==> config.mk <==
export PLATFORM = sky130hd
export DESIGN_NAME = key_onehot_latch
export DESIGN_NICKNAME = d
export VERILOG_FILES = /design/src/rtl/key_onehot_latch.sv
export SDC_FILE = /design/constraint.sdc
export NUM_CORES = 1
export LEC_CHECK = 0
export CAP_MARGIN = 30
export CORE_MARGIN = 8
export CORE_UTILIZATION = 56
export DETAILED_ROUTE_END_ITERATION = 16
export PLACE_DENSITY_LB_ADDON = 0.25
export RECOVER_POWER = 25
export SLEW_MARGIN = 30
export SYNTH_ARGS = -nofsm -noshare
export SYNTH_HDL_FRONTEND = slang
export SYNTH_SLANG_ARGS = --single-unit
==> constraint.sdc <==
create_clock -name clk -period 2.6 [get_ports clk]
set_clock_uncertainty 0.15 [all_clocks]
set_input_delay 0.78 -clock clk [delete_from_list [all_inputs] [get_ports clk]]
set_output_delay 0.78 -clock clk [all_outputs]
set_load 0.01 [all_outputs]
==> src/rtl/key_onehot_latch.sv <==
// Eight-key debouncer feeding a one-hot grant latch: presses queue as pending bits
// and are handed out lowest index first, each held on d/valid until acknowledged.
module key_onehot_latch #(
    parameter int DEBOUNCE_CYCLES = 4
) (
    input  logic       clk,
    input  logic       rst_n,
    input  logic [7:0] key_in,
    input  logic       ack,
    output logic [7:0] d,
    output logic       valid,
    output logic       overflow
);

    localparam int CNT_W = $clog2(DEBOUNCE_CYCLES + 1);
    localparam logic [CNT_W-1:0] CNT_LAST = CNT_W'(DEBOUNCE_CYCLES - 1);

    typedef enum logic {
        IDLE,
        HOLD
    } state_t;

    logic [7:0]            sync1_q, sync2_q;
    logic [7:0]            deb_q, deb_d;
    logic [7:0][CNT_W-1:0] cnt_q, cnt_d;
    logic [7:0]            rise;
    logic [7:0]            pending_q, pending_d;
    logic [7:0]            lowest;
    logic [7:0]            grant_mask;
    logic                  grant;
    state_t                state_q;
    logic [7:0]            d_q;
    logic                  valid_q;
    logic                  overflow_q;

    // The counter only reaches DEBOUNCE_CYCLES-1: the flip happens on the edge
    // that would have made it DEBOUNCE_CYCLES, so it can never wrap.
    always_comb begin
        // NOTE: every always_comb output gets a default first so no path infers a latch.
        deb_d = deb_q;
        cnt_d = '0;
        rise  = '0;
        for (int i = 0; i < 8; i++) begin
            if (sync2_q[i] != deb_q[i]) begin
                if (cnt_q[i] == CNT_LAST) begin
                    deb_d[i] = sync2_q[i];
                    rise[i]  = sync2_q[i];
                end else begin
                    cnt_d[i] = cnt_q[i] + 1'b1;
                end
            end
        end
    end

    always_comb begin
        lowest     = pending_q & (~pending_q + 8'd1);
        grant      = (state_q == IDLE) && (pending_q != 8'h00);
        grant_mask = grant ? lowest : 8'h00;
        // A fresh rise on the bit being granted re-arms it instead of overflowing.
        pending_d  = (pending_q & ~grant_mask) | rise;
    end

    always_ff @(posedge clk or negedge rst_n) begin
        if (!rst_n) begin
            sync1_q <= '0;
            sync2_q <= '0;
            deb_q   <= '0;
            // NOTE: the counter array is reset too; a stale count after reset would shorten the first debounce.
            cnt_q   <= '0;
        end else begin
            // NOTE: non-blocking assignments so every flop samples pre-edge values.
            sync1_q <= key_in;
            sync2_q <= sync1_q;
            deb_q   <= deb_d;
            cnt_q   <= cnt_d;
        end
    end

    always_ff @(posedge clk or negedge rst_n) begin
        if (!rst_n) begin
            state_q    <= IDLE;
            pending_q  <= '0;
            d_q        <= '0;
            valid_q    <= 1'b0;
            overflow_q <= 1'b0;
        end else begin
            pending_q  <= pending_d;
            overflow_q <= |(rise & pending_q & ~grant_mask);
            case (state_q)
                IDLE: begin
                    if (grant) begin
                        d_q     <= lowest;
                        valid_q <= 1'b1;
                        state_q <= HOLD;
                    end else begin
                        d_q     <= 8'h00;
                        valid_q <= 1'b0;
                    end
                end
                HOLD: begin
                    if (ack) begin
                        d_q     <= 8'h00;
                        valid_q <= 1'b0;
                        state_q <= IDLE;
                    end
                end
                default: state_q <= IDLE;
            endcase
        end
    end

    assign d        = d_q;
    assign valid    = valid_q;
    assign overflow = overflow_q;

endmodule

==> out/metrics.cfg, run 1 <==
[critical_path]
r2r_start=state_q
cp-end-kind=output port
cp_top_family=buffers and inverters
crit_chain=clkdlybuf4s50_1
reg2reg_slack_ns=0.53
worst_path_max_delay_cell=clkdlybuf4s50_1
crit_arrival_ns=1.27
r2r-end=overflow
criticalPathCategory=register to output port
worst-path-max-fanout=2
required_ns=1.67
cp_slowest_stage_delay_ns=0.56
worstSetupStartpointType=register
r2r_cells=4
worstPathBufferInverterCount=1

[logic_synthesis]
seq_area_frac_synth=0.645
async_flop_share=1.00
synth.cell_area_um2=2600
synth_area_per_cell_um2=13.7
syn_inst=190
synth_edf_count=0
yosys_warnings=0
syn-num-nets=209
synthFlopType=dfrtp_1
synth-seq-cells=67
synth.distinct_cells=34

[timing]
rsz0062_at_grt=no
max_freq_mhz=455
relSlewSlack=-0.0394
setup_viol=0
finalCritPeriodShare=0.845
period_minus_slack_ns=2.20
fin_tns_setup_ns=0
hold_viol=0
tightest_slew_ns=1.56
drv_slew=68

[final_layout]
fin_nets=239
multi_input_area_um2=892
n_fill_cell=302
layout.cells.non_filler=277
final_cell_mix=dfrtp_1, clkdlybuf4s50_1, nor3b_1, clkbuf_8, nor3_1
diodes=0
ff_latch_area_um2=1680
stdcell_area_um2=3040
drive_gt1_frac=0.142
final_common_cell=dfrtp_1
area_growth_pct=17.0

[placement]
port_buffers=20
dp_hpwl_um=3260
postPlaceCellArea_um2=2860
gp_congestion=0.797
dp.cells=261

[route]
vias_per_cell=5.83
drt_iter0_markers=104
postRouteAntennaNets=0
drc=0
vias=1615
first_pass_iters=4
routedWlPerCell_um=16.9
drt-total-wl_um=4680

[global_route]
grt_pass1_wl_um=7880
grt_antenna_before_repair=0
grt_max_degree=68
grt_pass1_vias=1719
gr-total-overflow=0
track_usage=0.142

[floorplanning]
rows=24
die_w_um=84.1
die_area_um2=7080
die_h_um=84.1
io_pins=21
core_area_um2=4410
start_util=0.589

[clock_tree]
cts_setup_buffers=0
clkTransAtPathRegs_ns=0.07
clock_latency_ns=0.34
cts_tree=done
cts_resized=0
htreeDepth=3
cts.sinks=67
cts-root-buf=clkbuf_8
hold_buffers=0
cts_buffers=9
clockBufferDepth=2

[power_and_ir_drop]
p_leak_nw=1.40
p_int_w=0.00215
vdd_drop_max_mv=0.539
p_sw_frac=0.308
p_per_area_nw_per_um2=1020
power.share.clock=0.259
seqPwrFrac=0.489
p_switching_w=0.000960
p_comb_frac=0.252

[job]
max_cap_violations=1

[min_path]
hp-start=sync1_q[3]
worst_hold_path.num_cells=0
hp-class=register to register
hold_end=sync2_q[3]

[status]
violations=capacitance limit, slew limit
outcome=finished with violations

cell families after synthesis:
logic type      share of synthesized area
compound gates                     0.0732
fa+ha+maj                          0.0385
buf+inv                            0.0116
simple gates                        0.170
xor+xnor                           0.0270
flops                               0.645
mux                                0.0347
cell type report:
type,instances,share of cell area
Sequential cell,67,0.551
Multi-Input combinational cell,117,0.293
Tap cell,52,0.0214
Inverter,4,0.00494
Timing Repair Buffer,21,0.0658
Clock buffer,15,0.0613
Clock inverter,1,0.00165
registers in the layout (all words and copies together) (netlist names):
register,cells
cnt_q,24
d,8
deb_q,8
overflow,1
pending_q,8
state_q,1
sync1_q,8
sync2_q,8
valid,1
worst max-delay path by stage:
stage	cells past startpoint	slack, ns	from	end
floorplan	4	0.80	pending_q[2]	overflow
global placement	3	0.50	ack	d[3]
detailed placement	4	0.49	ack	d[2]
CTS	1	0.39	d[5]	d[5]
global route	2	0.26	rst_n	d[3]
finish	1	0.40	d[5]	d[5]
Yosys cell counts, types with 2 or more instances:
cell | number | share of area
dfrtp_1 | 67 | 0.65
nand2_1 | 7 | 0.010
inv_1 | 4 | 0.0058
and3_2 | 3 | 0.0087
nor4bb_1 | 4 | 0.015
mux2_2 | 8 | 0.035
nor3_1 | 10 | 0.019
nor2b_1 | 8 | 0.019
nor3b_1 | 16 | 0.046
ha_1 | 8 | 0.039
a22o_1 | 7 | 0.024
o21bai_1 | 2 | 0.0058
nor4_1 | 2 | 0.0048
nand2b_1 | 2 | 0.0048
a32o_1 | 2 | 0.0077
a21oi_1 | 2 | 0.0039
nand3_1 | 2 | 0.0039
a21o_1 | 2 | 0.0058
and2b_1 | 2 | 0.0058
and4bb_2 | 2 | 0.0096
nor2_1 | 6 | 0.0087
xnor2_1 | 8 | 0.027
o21ai_0 | 5 | 0.0096
per-stage QoR:
stage               setup slack, ns  power [W]  hold WS [ns]  utilization
floorplan                     0.799    0.00205         0.181            -
global placement              0.501    0.00223         0.182        0.649
detailed placement            0.491    0.00232         0.189        0.649
CTS                           0.390    0.00315         0.200        0.692
global route                  0.261    0.00331         0.210        0.689
finish                        0.402    0.00311         0.196        0.689
metal layers:
layer	part of all wire	GRT usage
met4	0.025	0.0691
met3	0.064	0.0771
met1	0.39	0.144
met2	0.52	0.233
met5	0	0
power by group through the flow:
stage | combinational [W] | sequential [W] | clock, W
3_3_place_gp | 0.000728 | 0.00150 | 0
4_1_cts | 0.000801 | 0.00152 | 0.000829
5_1_grt | 0.000886 | 0.00155 | 0.000876
3_5_place_dp | 0.000790 | 0.00153 | 0
6_report | 0.000785 | 0.00152 | 0.000806
2_1_floorplan | 0.000575 | 0.00147 | 0
Note: power is estimated with default switching activity, not from simulation.
==> run 2: changes to the inputs <==
Clock period 2.6 ns to 2.3 ns, I/O delays scaled along.
==> run 2 against run 1 <==
  * The flow now finishes without violations
  * Via count shrank 0.56%
  * Worst setup slack lost 0.22 ns
  * First-iteration DRC count grew 12%
  * Register-to-register slack lost 0.20 ns
  * Sequential power grew 11%
  * Critical endpoint unchanged
  * Largest power group unchanged
==> out/metrics.cfg, run 2 (synthesis results as in run 1) <==
[min_path]
hp-class=register to register
hp-start=sync1_q[7]

[placement]
dp.cells=262  ; +0.38%
port_buffers=20  ; unchanged
gp_congestion=0.778  ; -2.3%
dp_hpwl_um=3370  ; +3.3%

[route]
drt-total-wl_um=4580  ; -2.0%
vias_per_cell=5.78  ; -0.91%
postRouteAntennaNets=0  ; unchanged
drt_iter0_markers=116  ; +12%
wirelength_met1_um=1890  ; +2.2%
wl_met2_um=2370  ; -1.7%
met3WireLength_um=219  ; -27%
routedWlPerCell_um=16.5  ; -2.4%
vias=1606  ; -0.56%
maxUsedRoutingLayer=met4
drc=0  ; unchanged
first_pass_iters=4  ; unchanged

[critical_path]
cp_slowest_stage_delay_ns=0.55  ; about the same
r2r_start=pending_q[2]
worstPathBufferInverterCount=1  ; unchanged
worstSetupStartpoint=d[5]
criticalPathCategory=register to output port
cp_top_family=buffers and inverters
worstSetupStartpointType=register
worst-path-max-fanout=2  ; unchanged
crit_chain=clkdlybuf4s50_1
crit_arrival_ns=1.28  ; about the same
required_ns=1.46  ; -0.21 ns
worst_path_max_delay_cell=clkdlybuf4s50_1
cp-end-kind=output port

[floorplanning]
die_area_um2=7080  ; unchanged
start_util=0.589  ; unchanged
die_w_um=84.1  ; unchanged
io_pins=21  ; unchanged
rows=24  ; unchanged
core_area_um2=4410  ; unchanged
die_h_um=84.1  ; unchanged

[timing]
fin_tns_setup_ns=0  ; unchanged
hold_viol=0  ; unchanged
period_minus_slack_ns=2.12
drv_slew=0  ; -100%
tightest_slew_ns=1.40  ; -0.161 ns
setup_viol=0  ; unchanged
rsz0062_at_grt=no
max_freq_mhz=472
finalCritPeriodShare=0.921
relSlewSlack=0.0677  ; +0.107

[power_and_ir_drop]
p_comb_frac=0.257  ; +0.005
vdd_drop_max_mv=0.688  ; +27%
p_per_area_nw_per_um2=1180  ; +15%
p_switching_w=0.00110  ; +15%
p_int_w=0.00252  ; +17%
seqPwrFrac=0.464  ; -0.025
power.share.clock=0.279  ; +0.020
p_leak_nw=1.42  ; +0.94%
p_sw_frac=0.304  ; -0.00438

[final_layout]
multi_input_area_um2=892  ; unchanged
drive_gt1_frac=0.155  ; +0.0126
diodes=0  ; unchanged
layout.cells.non_filler=278  ; +0.36%
ff_latch_area_um2=1680  ; unchanged
final_common_cell=dfrtp_1
largest_register_ffs=24  ; unchanged
area_growth_pct=18.1
top_register=cnt_q
fin_nets=240  ; +0.42%
final_cell_mix=dfrtp_1, clkdlybuf4s50_1, nor3b_1, clkbuf_8, nor3_1
n_fill_cell=300  ; -0.66%

[clock_tree]
htreeDepth=3  ; unchanged
clock_latency_ns=0.35  ; about the same
hold_buffers=0  ; unchanged
cts_setup_buffers=0  ; unchanged
cts.sinks=67  ; unchanged
cts_tree=done
clockBufferDepth=2  ; unchanged
cts-root-buf=clkbuf_8
clkTransAtPathRegs_ns=0.07  ; about the same
cts_resized=0  ; unchanged
cts_buffers=9  ; unchanged

[job]
max_cap_violations=0  ; -1

[global_route]
gr-total-overflow=0  ; unchanged
grt_max_degree=68  ; unchanged
track_usage=0.140  ; -0.00229
grt_antenna_before_repair=0  ; unchanged
grt_pass1_wl_um=7780  ; -1.3%
grt_pass1_vias=1711  ; -0.47%

[status]
outcome=completed

-- run 2: cell count changes in the layout (fill, tap and decap cells not counted) --
cell / before / now
buf_2: 1 / 2
buf_4: 0 / 1
bufinv_16: 0 / 1
clkbuf_1: 2 / 0
clkbuf_2: 1 / 0
clkbuf_8: 13 / 12
clkinv_2: 1 / 2
clkinvlp_4: 0 / 1
-- run 2: cell type report --
type                            count  area share
Tap cell                           52      0.0212
Multi-Input combinational cell    117       0.291
Inverter                            4     0.00489
Sequential cell                    67       0.546
Clock buffer                       12      0.0538
Clock inverter                      4      0.0155
Timing Repair Buffer               22      0.0677
-- run 2: power by group through the flow --
stage / clock network, W / logic (W) / registers, W
floorplan: 0 / 0.000650 / 0.00167
global placement: 0 / 0.000859 / 0.00167
detailed placement: 0 / 0.000949 / 0.00171
CTS: 0.00104 / 0.000953 / 0.00168
global route: 0.00108 / 0.00104 / 0.00172
finish: 0.00101 / 0.000933 / 0.00168
-- run 2: per-layer routing --
layer  GRT usage  up-vias
met5           0        -
met1       0.150      812
met3      0.0586       12
met4      0.0754        0
li1            -      745
met2       0.230       37
-- run 2: per-stage QoR --
step	hold WS (ns)	setup slack, ns	power, W	util	area, um2
after floorplan	0.181	0.499	0.00232	-	2600
after global placement	0.182	0.302	0.00253	0.651	2870
after detailed placement	0.185	0.177	0.00266	0.651	2870
after CTS	0.200	0.155	0.00368	0.699	3080
after global routing	0.207	0.138	0.00385	0.695	3070
final	0.199	0.182	0.00363	0.695	3070
-- run 2: path summary, 6_finish.rpt --
check	slack [ns]	depth (start not counted)	endpoint
hold / removal	0.20	0	sync2_q[7]
hold reg to reg	0.20	0	sync2_q[7]
min in group asynchronous	0.61	2	sync1_q[6]
max in group asynchronous	0.55	2	sync2_q[1]
setup reg to reg	0.33	4	overflow
setup / recovery	0.18	1	d[5]
==> run 3: changes to the inputs <==
Settings changed: SLEW_MARGIN 30 to 10.
==> results of run 3 <==
Same layout as run 2: the final DEF is identical, and so are final timing and power.
